[src/rtl/matriz_pkg.sv]
// Shared types and helpers for the 2-of-N column scanner: state encoding,
// code-word classification and pair-rank decoding.
package matriz_pkg;

  localparam int MAX_N = 64;

  typedef enum logic [1:0] {
    IDLE  = 2'd0,
    SHOW  = 2'd1,
    ERROR = 2'd2
  } state_t;

  // Width of the digit output: enough bits to hold every pair rank.
  function automatic int idx_w(input int n);
    int pairs;
    pairs = n * (n - 1) / 2;
    return (pairs <= 2) ? 1 : $clog2(pairs);
  endfunction

  function automatic logic popcount2(input logic [MAX_N-1:0] word);
    int cnt;
    cnt = 0;
    for (int k = 0; k < MAX_N; k++) begin
      if (word[k]) cnt++;
    end
    return (cnt == 2);
  endfunction

  // Rank of the pair (lo,hi) in lexicographic order; only meaningful when
  // exactly two bits are set. Pairs before row lo number lo*(2n-lo-1)/2.
  function automatic int pair_rank(input logic [MAX_N-1:0] word, input int n);
    int lo;
    int hi;
    int cnt;
    lo  = 0;
    hi  = 0;
    cnt = 0;
    for (int k = 0; k < MAX_N; k++) begin
      if (word[k]) begin
        if (cnt == 0) lo = k;
        else if (cnt == 1) hi = k;
        cnt++;
      end
    end
    return (lo * (2 * n - lo - 1)) / 2 + (hi - lo - 1);
  endfunction

endpackage

[src/rtl/matriz_scan_div.sv]
// Column-scan prescaler: divides clk by SCAN_DIV and rotates a one-hot
// column select left on each terminal count, wrapping bit N-1 to bit 0.
module matriz_scan_div #(
  parameter int N        = 5,
  parameter int SCAN_DIV = 1000
) (
  input  logic         clk,
  input  logic         reset,
  input  logic         run,
  input  logic         restart,
  output logic [N-1:0] col_sel
);

  localparam int CNT_W = (SCAN_DIV > 1) ? $clog2(SCAN_DIV) : 1;
  localparam logic [CNT_W-1:0] LAST = CNT_W'(SCAN_DIV - 1);

  logic [CNT_W-1:0] cnt;

  always_ff @(posedge clk or posedge reset) begin
    if (reset) begin
      cnt     <= '0;
      col_sel <= N'(1);
    end else if (restart) begin
      cnt     <= '0;
      col_sel <= N'(1);
    end else if (run) begin
      if (cnt == LAST) begin
        cnt     <= '0;
        col_sel <= {col_sel[N-2:0], col_sel[N-1]};
      end else begin
        cnt <= cnt + 1'b1;
      end
    end
  end

endmodule

[src/rtl/matriz_colunas_scan.sv]
// 2-of-N code decoder driving a scanned N-column LED matrix, blinking on
// invalid words. Define MATRIZ_ERR_COUNT_EN to build the saturating error counter.
module matriz_colunas_scan
  import matriz_pkg::*;
#(
  parameter int N         = 5,
  parameter int SCAN_DIV  = 1000,
  parameter int BLINK_DIV = 250000,
  parameter int ERRCNT_W  = 8,
  parameter int IDX_W     = idx_w(N)
) (
  input  logic                clk,
  input  logic                reset,
  input  logic                enable,
  input  logic [N-1:0]        code_in,
  input  logic                code_valid,
  output logic                code_ready,
  output logic [N-1:0]        col_out,
  output logic [IDX_W-1:0]    digit_out,
  output logic                digit_valid,
  output logic                err_flag,
  output logic [ERRCNT_W-1:0] err_count
);

  localparam int BLINK_W = (BLINK_DIV > 1) ? $clog2(BLINK_DIV) : 1;
  localparam logic [BLINK_W-1:0] BLINK_LAST = BLINK_W'(BLINK_DIV - 1);

  state_t             state;
  state_t             state_nxt;
  logic               accept;
  logic               word_ok;
  logic [MAX_N-1:0]   code_ext;
  logic [IDX_W-1:0]   rank;
  logic [N-1:0]       code_q;
  logic [N-1:0]       col_sel;
  logic [N-1:0]       col_nxt;
  logic [BLINK_W-1:0] blink_cnt;
  logic               blink_on;
  logic               scan_run;
  logic               scan_restart;

  assign code_ready   = enable;
  assign accept       = code_valid && enable;
  assign code_ext     = MAX_N'(code_in);
  assign word_ok      = popcount2(code_ext);
  assign rank         = IDX_W'(pair_rank(code_ext, N));
  assign scan_run     = enable && (state != IDLE);
  assign scan_restart = (state == IDLE);

  matriz_scan_div #(
    .N        (N),
    .SCAN_DIV (SCAN_DIV)
  ) u_scan_div (
    .clk     (clk),
    .reset   (reset),
    .run     (scan_run),
    .restart (scan_restart),
    .col_sel (col_sel)
  );

  always_ff @(posedge clk or posedge reset) begin
    if (reset) state <= IDLE;
    else       state <= state_nxt;
  end

  // Column drive is computed from the current state and registered, so it
  // trails a state change by one cycle; disabling blanks it on the next edge.
  always_comb begin
    state_nxt = state;
    col_nxt   = '0;
    if (accept) begin
      state_nxt = word_ok ? SHOW : ERROR;
    end
    if (enable) begin
      case (state)
        SHOW:    col_nxt = col_sel & code_q;
        ERROR:   col_nxt = blink_on ? col_sel : '0;
        default: col_nxt = '0;
      endcase
    end
  end

  always_ff @(posedge clk or posedge reset) begin
    if (reset) begin
      col_out <= '0;
    end else begin
      col_out <= col_nxt;
    end
  end

  always_ff @(posedge clk or posedge reset) begin
    if (reset) begin
      code_q      <= '0;
      digit_out   <= '0;
      digit_valid <= 1'b0;
      err_flag    <= 1'b0;
    end else if (accept) begin
      code_q <= code_in;
      if (word_ok) begin
        digit_out   <= rank;
        digit_valid <= 1'b1;
        err_flag    <= 1'b0;
      end else begin
        digit_valid <= 1'b0;
        err_flag    <= 1'b1;
      end
    end
  end

  // Every bad word restarts the blink lit, even when already in ERROR.
  always_ff @(posedge clk or posedge reset) begin
    if (reset) begin
      blink_cnt <= '0;
      blink_on  <= 1'b1;
    end else if (accept && !word_ok) begin
      blink_cnt <= '0;
      blink_on  <= 1'b1;
    end else if (enable && state == ERROR) begin
      if (blink_cnt == BLINK_LAST) begin
        blink_cnt <= '0;
        blink_on  <= ~blink_on;
      end else begin
        blink_cnt <= blink_cnt + 1'b1;
      end
    end
  end

`ifdef MATRIZ_ERR_COUNT_EN
  always_ff @(posedge clk or posedge reset) begin
    if (reset) begin
      err_count <= '0;
    end else if (accept && !word_ok && err_count != '1) begin
      err_count <= err_count + 1'b1;
    end
  end
`else
  assign err_count = '0;
`endif

endmodule

[config.mk]
export PLATFORM = sky130hd
export DESIGN_NAME = matriz_colunas_scan
export DESIGN_NICKNAME = d
export VERILOG_FILES = /design/src/rtl/matriz_pkg.sv /design/src/rtl/matriz_scan_div.sv /design/src/rtl/matriz_colunas_scan.sv
export SDC_FILE = /design/constraint.sdc
export NUM_CORES = 1
export LEC_CHECK = 0
export BUFFER_PORTS_ARGS = -buffer_cell sky130_fd_sc_hd__buf_2
export CAP_MARGIN = 20
export CORE_UTILIZATION = 56
export CTS_BUF_LIST = sky130_fd_sc_hd__clkbuf_4
export DETAILED_ROUTE_END_ITERATION = 10
export PLACE_DENSITY = 0.76
export SYNTH_ARGS = -nofsm -noshare
export SYNTH_HDL_FRONTEND = slang
export SYNTH_SLANG_ARGS = --single-unit
[constraint.sdc]
create_clock -name clk -period 1.8 [get_ports clk]
set_clock_uncertainty 0.2 [all_clocks]
set_input_delay 0.18 -clock clk [delete_from_list [all_inputs] [get_ports clk]]
set_output_delay 0.18 -clock clk [all_outputs]
set_load 0.03 [all_outputs]
==> results of run 1 <==
[Yosys cell counts (all sizes together) (2+ instances only)]
master   n
nand2b   8
inv     14
nand2   31
nor2b    5
clkbuf   5
a21oi   31
and2     5
a21o     4
nand3b   4
ha      26
nor3     5
fa       4
dfrtp   48
and3b    2
xnor2    8
o211ai   2
xor2    12
nor4b    3
a31oi    4
nand4    2
or3      7
nand4b   2
and3     9
buf     16
nand3   19
nor2    25
and4     3
mux2     7
o21ai   23
dfstp    2
[through the flow]
step                instance area, um2  setup WS, ns  cells
detailed placement                4010         -3.13    499
finish                            4550         -2.70    528
CTS                               4350         -2.68    522
global route                      4550         -2.87    528
floorplan                         3400         -2.84    357
global placement                  4010         -2.94    499
[how the worst max path moves through the flow]
stage	from	to	slack [ns]
2_1_floorplan	code_in[0]	digit_out[3]	-2.84
3_3_place_gp	code_in[0]	digit_out[3]	-2.94
3_5_place_dp	code_in[0]	digit_out[3]	-3.13
4_1_cts	code_in[0]	digit_out[3]	-2.68
5_1_grt	code_in[0]	digit_out[3]	-2.87
6_report	code_in[0]	digit_out[3]	-2.70
[cell families after synthesis]
kind of cell | after synthesis
adder cells (fa/ha/maj) | 30
multiplexers | 8
XOR/XNOR | 20
other | 1
AND/OR/NAND/NOR | 134
flip-flops | 50
buffers and inverters | 35
AO/OA/AOI/OAI | 71
[placed cells by master (no fill, tap or decap), types with 7 or more instances in the layout]
cell type	count
inv_1	10
ha_1	9
or3_1	7
o21ai_0	19
nand3_1	18
ha_4	17
nand2b_1	7
a21oi_1	28
conb_1	9
buf_2	19
buf_6	8
xor2_1	10
buf_4	78
nor2_1	22
dfrtp_1	48
nand2_1	31
and3_1	9
[sequential cells by signal, indices dropped and copies added, names as in the netlist]
register	flops
blink_cnt	18
blink_on	1
code_q	5
col_out	5
digit_out	4
err_flag	1
state	1
u_scan_div.cnt	10
u_scan_div.col_sel	5
[power groups by stage]
stage | combinational, uW | clock (uW) | sequential [uW]
floorplan | 868 | 0 | 1530
global placement | 1400 | 0 | 1430
detailed placement | 1480 | 0 | 1430
CTS | 1620 | 544 | 1410
global route | 2090 | 592 | 1430
finish | 1940 | 546 | 1410
[layer usage]
metal / share of wire / global-route usage / vias to the layer above
li1: - / - / 1408
met1: 0.39 / 0.364 / 1478
met2: 0.49 / 0.512 / 134
met3: 0.057 / 0.0488 / 49
met4: 0.061 / 0.111 / 0
met5: 0 / 0 / -
[worst max-delay path: stages]
cell and delay (ns):
buf_8 0.08, clkinvlp_4 0.13, ha_4 0.18, nand2b_4 0.13, and2_4 0.15, ha_4 0.25
nor2b_1 0.03, a31oi_1 0.22, inv_1 0.13, ha_4 0.19, nand3_4 0.08, o21a_4 0.20
inv_4 0.07, ha_4 0.18, o211ai_1 0.14, xnor2_2 0.16, fa_1 0.46, ha_4 0.23
fa_1 0.49, ha_4 0.31, a21oi_4 0.05, xnor2_2 0.13, xnor2_1 0.13, mux2_4 0.26
[cell type report]
class                      count  area (um2)  area share
multi-input combinational    273        2230       0.491
timing repair buffer         111         856       0.188
sequential                    50        1250       0.276
clock inverter                 3        20.0     0.00440
tap                           72        90.1      0.0198
inverter                      14        58.8      0.0129
clock buffer                   5        37.5     0.00825
[what timing repair did]
item | 4_1_cts | 5_1_grt
hold buffers | 3 | 0
setup buffers | 12 | 8
cloned | 1 | 0
pin swaps | 23 | 13
endpoints found under the setup margin | 27 | 30
gates resized for setup | 27 | 22
hold endpoints to repair | 50 | 0
==> results_dict.tcl, run 1 <==
set metrics [dict create \
    synth_area_leaders "dfrtp_1 (37%), ha_1 (9.9%), a21oi_1 (4.7%), nand2_1 (3.6%), xor2_1 (3.2%)" \
    netlist_area_mm2 0.00327 \
    ys_seq_area_frac 0.383 \
    layout_setup_ws_ns -2.70 \
    synthAdderAreaFrac 0.124 \
    postSynth.asyncResetShare 1.00 \
    syn_avg_cell_area_um2 9.38 \
    drc 0 \
    vias 3069 \
    reg2reg_slack_ns -0.41 \
    synthCells 349 \
    cts_buffers 5 \
    grt_pass1_vias 2961 \
    synth_compound_area_frac 0.127 \
    period_minus_slack_ns 4.50 \
    rows 27 \
    min_from "code_in[1]" \
    hold_path_depth 4 \
    synth_seq_cells 50 \
    clockPowerShare 0.140 \
    finalMaxSlewViolations 0 \
    critical_path.max_fanout 5 \
    htreeDepth 2 \
    die_w_um 78.4 \
    routed_via_density 5.81 \
    setup-violations-final 25 \
    drt_iter0_markers 247 \
    period_share 2.50 \
    synth_edf_count 0 \
    hold_ws_ns 0.0273 \
    nets 494 \
    hold_end "code_q[1]" \
    crit_arrival_ns 4.59 \
    fillerInstances 301 \
    io_buffers 20 \
    die_y_um 78.4 \
    synth_top_family_by_area "simple AND/OR/NAND/NOR gates" \
    powerDensity_mw_per_mm2 857 \
    wl_per_cell_um 17.8 \
    hold_class "in -> reg" \
    switching_power_uw 1470 \
    overflow 0 \
    grt_pass1_wl_um 13900 \
    drt-total-wl_um 9380 \
    track_usage 0.294 \
    worstSetupPathType "in -> reg" \
    cts_tree "yes" \
    cts_root_buf "clkbuf_4" \
    area_growth_pct 39.1 \
    p_total_uw 3900 \
    max_freq_mhz 222 \
    leakage_uw 0.00214 \
    ys_warn_count 0 \
    num_io_pins 29 \
    synth-simple-area-share 0.222 \
    hold_viol 0 \
    r2r_end "blink_cnt[7]" \
    reg2reg_from "blink_cnt[6]" \
    power_frac_seq 0.362 \
    dr.pass1.iters 8 \
    max-vdd-ir-drop_mv 0.915 \
    clk_latency_ns 0.39 \
    crit_path_start_kind "primary input" \
    synth_cell_types 50 \
    synth_top_area_cell "dfrtp_1" \
    ys.flop_type "dfrtp_1" \
    intPower_uw 2430 \
    switching_share 0.378 \
    clk_pin_slew_ns 0.16 \
    cts_buffer_depth 2 \
    ant_nets 0 \
    die-area_mm2 0.00615 \
    synth_top_area_share 0.367 \
    rr_worst_depth 7 \
    drive_gt1_frac 0.375 \
    rsz0062_at_grt "true" \
    synth.area.mux_share 0.0317 \
    floorplan.initialDensity 0.587 \
    end_kind "flip-flop" \
    synthXorXnorAreaFrac 0.0558 \
    clock-sinks 50 \
    failed_checks "setup timing" \
    final_util 0.816 \
    tns_ns -28.15 \
    dp_hpwl_um 5400 \
    diodes 0 \
    cap_violations 0 \
    gp_congestion 0.855 \
    antenna_found_initial 0 \
    outcome "complete, but fails checks" \
    cp.required_ns 1.89 \
    core_mm2 0.00557 \
    combPwrFrac 0.498 \
    grt_max_degree 34 \
]
Note: power is estimated with default switching activity, not from simulation.
==> run 2: changes to the inputs <==
- PLACE_DENSITY: 0.76 -> 0.78
==> run 2 against run 1 <==
Compared with the run above:
- the run still ends with setup timing left
- critical path depth did not move
- cell area fell by 2.0%
- setup slack got worse by 0.014 ns
- critical path type unchanged
- register-to-register slack got worse by 0.03 ns
- non-clock buffer count fell by 8
- cell count fell by 1.7%
- wire length fell by 0.35%
- global-route usage rose by 0.58 points
- largest cell class unchanged
- count of clock-buffer cells in the layout did not move
- first-iteration DRC count rose by 11%
==> results_dict.tcl, run 2 (same netlist as run 1, synthesis figures left out) <==
set metrics [dict create \
    cap_violations 0 \
    routed_via_density 5.83 \
    top_regs "blink_cnt (18), u_scan_div.cnt (10)" \
    crit_arrival_ns 4.63 \
    powerDensity_mw_per_mm2 879 \
    worstSetupPathType "in -> reg" \
    reg2reg_slack_ns -0.44 \
    io_buffers 20 \
    vias 3024 \
    hold_ws_ns 0.0147 \
    die-area_mm2 0.00615 \
    crit_path_start_kind "primary input" \
    hold_path_depth 4 \
    dpl.cell_count 495 \
    max_freq_mhz 222 \
    htreeDepth 2 \
    relSlewSlack 0.618 \
    drt_iter0_markers 273 \
    layout_setup_ws_ns -2.71 \
    diodes 0 \
    nets 485 \
    cp-startpoint "code_in[0]" \
    tns_ns -28.08 \
    outcome "complete, but fails checks" \
    end_kind "flip-flop" \
    pre_cts_slack_ns -3.13 \
    drc 0 \
    cts_tree "yes" \
    top_register "blink_cnt" \
    hold_viol 0 \
    overflow 0 \
    worst_pin_slew_ns 0.573 \
    track_usage 0.300 \
    grt_pass1_wl_um 14200 \
    drive_gt1_frac 0.358 \
    mostFrequentLayoutCell "buf_4" \
    die_w_um 78.4 \
    area_growth_pct 36.3 \
    r2r_end "blink_cnt[10]" \
    core_mm2 0.00557 \
    crit_top_cell "ha_4" \
    max-vdd-ir-drop_mv 0.726 \
    period_minus_slack_ns 4.51 \
    layout.cells.non_filler 519 \
    ant_nets 0 \
    cp_cell_sequence "buf_8 > clkinvlp_4 > ha_4 > nand2b_4 > and2_4 > buf_4 > inv_2 > ha_4 > nand2_1 > xnor2_1 > buf_4 > nand3_4 > o21a_4 > ha_4 > xor2_2 > xnor2_1 > fa_1 > ha_1 > fa_1 > ha_4 > a21oi_4 > xnor2_2 > xnor2_1 > mux2_4" \
    finalMaxSlewViolations 0 \
    hold_class "in -> reg" \
    cts_buffers 5 \
    gp_congestion 0.839 \
    clk_latency_ns 0.41 \
    critPathSlowestCell "fa_1" \
    critical_path.max_fanout 5 \
    rows 27 \
    dr.pass1.iters 7 \
    num_io_pins 29 \
    cts_root_buf "clkbuf_4" \
    drt-total-wl_um 9350 \
    failed_checks "setup timing" \
    clock-sinks 50 \
    rr_worst_depth 7 \
    leakage_uw 0.00210 \
    floorplan.initialDensity 0.587 \
    clk_pin_slew_ns 0.17 \
    reg2reg_from "blink_cnt[6]" \
    largest_register_ffs 18 \
    dp_hpwl_um 5360 \
    cts_buffer_depth 2 \
    min_from "code_in[1]" \
    cp.required_ns 1.92 \
    setup-violations-final 25 \
    die_y_um 78.4 \
    hold_end "code_q[1]" \
    final_cell_mix "buf_4 (72), dfrtp_1 (48), nand2_1 (31)" \
    period_share 2.51 \
    antenna_found_initial 0 \
    wl_per_cell_um 18.0 \
    rsz0062_at_grt "true" \
    grt_max_degree 25 \
    cpPeakStageDelay_ns 0.53 \
    grt_pass1_vias 3021 \
]
[run 2: worst max-delay path by stage]
stage,end,slack [ns],cells after the start
2_1_floorplan,digit_out[3],-2.84,22
3_3_place_gp,digit_out[3],-2.93,23
3_5_place_dp,digit_out[3],-3.13,23
4_1_cts,digit_out[3],-2.66,24
5_1_grt,digit_out[3],-2.87,24
6_report,digit_out[3],-2.71,24
[run 2: per-layer routing]
| layer | share of wire | track usage | wire (um) | vias up |
|---|---|---|---|---|
| met1 | 0.40 | 0.356 | 3710 | 1479 |
| met4 | 0.036 | 0.117 | 337 | 0 |
| met5 | 0 | 0 | 0 | - |
| met3 | 0.051 | 0.0605 | 475 | 33 |
| met2 | 0.52 | 0.530 | 4820 | 133 |
| li1 | - | - | - | 1379 |
[run 2: repair_timing]
item,CTS,global route
buffers inserted,12,5
gates cloned,0,2
endpoints found under the setup margin,27,31
pin swaps,21,15
gates resized for setup,28,12
hold buffers,4,0
hold endpoints to repair,25,0
[run 2: worst max-delay path, delay by kind of cell]
kind	cells	cell delay, ns
fa+ha+maj	7	2.03
xor+xnor	5	0.81
buf+inv	5	0.54
simple gates	4	0.45
compound gates	2	0.35
mux	1	0.25
[run 2: area by class of cell]
class | instances | area, um2
multi-input cells | 272 | 2170
flip-flops and latches | 50 | 1250
fillers | 321 | 1120
repair buffers | 103 | 801
well taps | 72 | 90.1
inverters | 14 | 58.8
clock inverters | 3 | 45.0
clock buffers | 5 | 37.5
[run 2: stage by stage]
stage | util | power (uW) | area [um2]
after detailed placement | 0.714 | 2900 | 3980
after CTS | 0.775 | 3750 | 4320
final | 0.800 | 3920 | 4460
after floorplan | - | 2400 | 3400
after global placement | 0.714 | 2810 | 3980
after global routing | 0.800 | 4110 | 4460
[run 2: where the power goes]
| group | total (uW) | internal [uW] | switching (uW) | leakage (uW) |
|---|---|---|---|---|
| sequential | 1410 | 1290 | 119 | 0.000664 |
| clock | 692 | 291 | 401 | 0.0000374 |
| combinational | 1820 | 887 | 928 | 0.00140 |
| total | 3920 | 2470 | 1450 | 0.00210 |
==> run 3: changes to the inputs <==
- RECOVER_POWER: not set -> 50
- clock period: 1.8 -> 3.8 ns (I/O delays scaled with it)
==> run 3 against run 2 <==
Compared with the run above:
- the run ends with capacitance limit, slew limit, setup timing left
- via count shrank 7.7%
- critical path depth is the same
- global-route usage shrank 3.5 points
- count of clock-buffer cells in the layout is the same
- cell count shrank 6.9%
- largest cell class unchanged
- highest routed layer unchanged
==> results_dict.tcl, run 3 (same netlist as run 1, synthesis figures left out) <==
set metrics [dict create \
    outcome "complete, but fails checks" \
    failed_checks "capacitance limit, slew limit, setup timing" \
    area_growth_pct 24.4 \
    largest_register_ffs 18 \
    num_io_pins 29 \
    cts_buffer_depth 2 \
    vias 2792 \
    core_mm2 0.00557 \
    critical_path.max_fanout 5 \
    gp_congestion 0.828 \
    powerDensity_mw_per_mm2 421 \
    final_cell_mix "dfrtp_1 (48), buf_4 (41), nand2_1 (31)" \
    grt_pass1_vias 2740 \
    clock-sinks 50 \
    fillerInstances 375 \
    top_regs "blink_cnt (18), u_scan_div.cnt (10)" \
    r2r_end "blink_cnt[4]" \
    nets 449 \
    ant_nets 0 \
    drive_gt1_frac 0.292 \
    cp.required_ns 3.87 \
    cts_tree "yes" \
    rows 27 \
    grt_max_degree 51 \
    clk_pin_slew_ns 0.17 \
    relSlewSlack -0.393 \
    hold_end "code_q[4]" \
    reg2reg_from "blink_cnt[8]" \
    diodes 0 \
    dpl.cell_count 459 \
    crit_arrival_ns 4.85 \
    max-vdd-ir-drop_mv 0.288 \
    crit_path_start_kind "primary input" \
    finalMaxSlewViolations 41 \
    hold_viol 0 \
    dr.pass1.iters 4 \
    max_freq_mhz 209 \
    cap_violations 1 \
    htreeDepth 2 \
    die-area_mm2 0.00615 \
    min_from "code_in[4]" \
    overflow 0 \
    floorplan.initialDensity 0.587 \
    die_w_um 78.4 \
    setup-violations-final 4 \
    drt_iter0_markers 237 \
    hold_class "in -> reg" \
    rr_worst_depth 7 \
    grt_pass1_wl_um 12700 \
    die_y_um 78.4 \
    period_share 1.26 \
    routed_via_density 5.78 \
    rsz0062_at_grt "true" \
    layout_setup_ws_ns -0.981 \
    hold_path_depth 3 \
    cts_buffers 5 \
    leakage_uw 0.00191 \
    cts_root_buf "clkbuf_4" \
    wl_per_cell_um 16.5 \
    reg2reg_slack_ns 1.33 \
    antenna_found_initial 0 \
    worstSetupPathType "in -> reg" \
    top_register "blink_cnt" \
    mostFrequentLayoutCell "dfrtp_1" \
    dp_hpwl_um 4810 \
    track_usage 0.265 \
    drc 0 \
    period_minus_slack_ns 4.78 \
    hold_ws_ns 0.216 \
    layout.cells.non_filler 483 \
    clk_latency_ns 0.38 \
    worst_pin_slew_ns 2.09 \
    drt-total-wl_um 7960 \
    io_buffers 20 \
    end_kind "flip-flop" \
]
==> run 3: cell count changes in the layout (fill, tap and decap cells not counted), moves of 3 or more <==
cell,change
nor2_4,-3
ha_1,+3
dlygate4sd3_1,-3
ha_4,-3
buf_4,-31
==> run 3: report_power, final <==
part	total (uW)	internal [uW]	switching (uW)	leakage (uW)
registers	669	611	58.0	0.000664
clock network	268	78.6	189	0.0000362
logic	775	376	398	0.00121
==> run 3: per-stage QoR <==
| stage | setup slack, ns | cell area, um2 | setup TNS, ns | utilization | power [uW] |
|---|---|---|---|---|---|
| 6_report | -0.981 | 4070 | -2.43 | 0.730 | 1710 |
| 3_5_place_dp | -1.33 | 3680 | -3.46 | 0.660 | 1310 |
| 2_1_floorplan | -1.04 | 3390 | -2.43 | - | 1130 |
| 4_1_cts | -0.868 | 3950 | -2.05 | 0.709 | 1620 |
| 5_1_grt | -1.08 | 4070 | -2.75 | 0.730 | 1810 |
| 3_3_place_gp | -1.12 | 3680 | -2.91 | 0.660 | 1280 |
==> run 3: cell type report <==
| type | count | area [um2] | area share |
|---|---|---|---|
| clock inverter | 3 | 26.3 | 0.00646 |
| clock buffer | 5 | 37.5 | 0.00922 |
| timing repair buffer | 67 | 475 | 0.117 |
| sequential | 50 | 1250 | 0.308 |
| inverter | 14 | 58.8 | 0.0144 |
| tap | 72 | 90.1 | 0.0221 |
| multi-input combinational | 272 | 2130 | 0.523 |
==> run 3: metal layers <==
| metal | GRT usage | vias up | share of wire |
|---|---|---|---|
| li1 | - | 1318 | - |
| met1 | 0.337 | 1375 | 0.43 |
| met4 | 0.113 | 0 | 0.031 |
| met3 | 0.0442 | 25 | 0.031 |
| met2 | 0.444 | 74 | 0.51 |
| met5 | 0 | - | 0 |
==> run 3: how the worst max path moves through the flow <==
stage | startpoint | to | slack (ns)
2_1_floorplan | code_in[0] | digit_out[3] | -1.04
3_3_place_gp | code_in[0] | digit_out[3] | -1.12
3_5_place_dp | code_in[0] | digit_out[3] | -1.33
4_1_cts | code_in[0] | digit_out[3] | -0.87
5_1_grt | code_in[0] | digit_out[3] | -1.08
6_report | code_in[1] | digit_out[3] | -0.98
==> run 3: critical path, cell delays in order <==
cell,delay [ns]
buf_2,0.11
buf_4,0.13
ha_1,0.19
nand2b_1,0.16
and2_4,0.21
ha_4,0.21
nor2b_4,0.13
a31oi_4,0.05
inv_2,0.09
ha_4,0.15
nand3_4,0.08
o21a_4,0.17
inv_4,0.08
ha_4,0.13
o211ai_1,0.15
xnor2_2,0.23
fa_1,0.45
ha_1,0.31
fa_1,0.54
ha_4,0.22
a21oi_2,0.16
xnor2_1,0.16
xnor2_1,0.10
mux2_4,0.26
==> run 3: timing repair <==
item,4_1_cts,5_1_grt
hold buffers,0,1
endpoints found under the setup margin,3,4
gates cloned,0,0
pin swaps,17,15
setup buffers,14,5
endpoints found under the hold margin,0,10
gates resized for setup,24,13
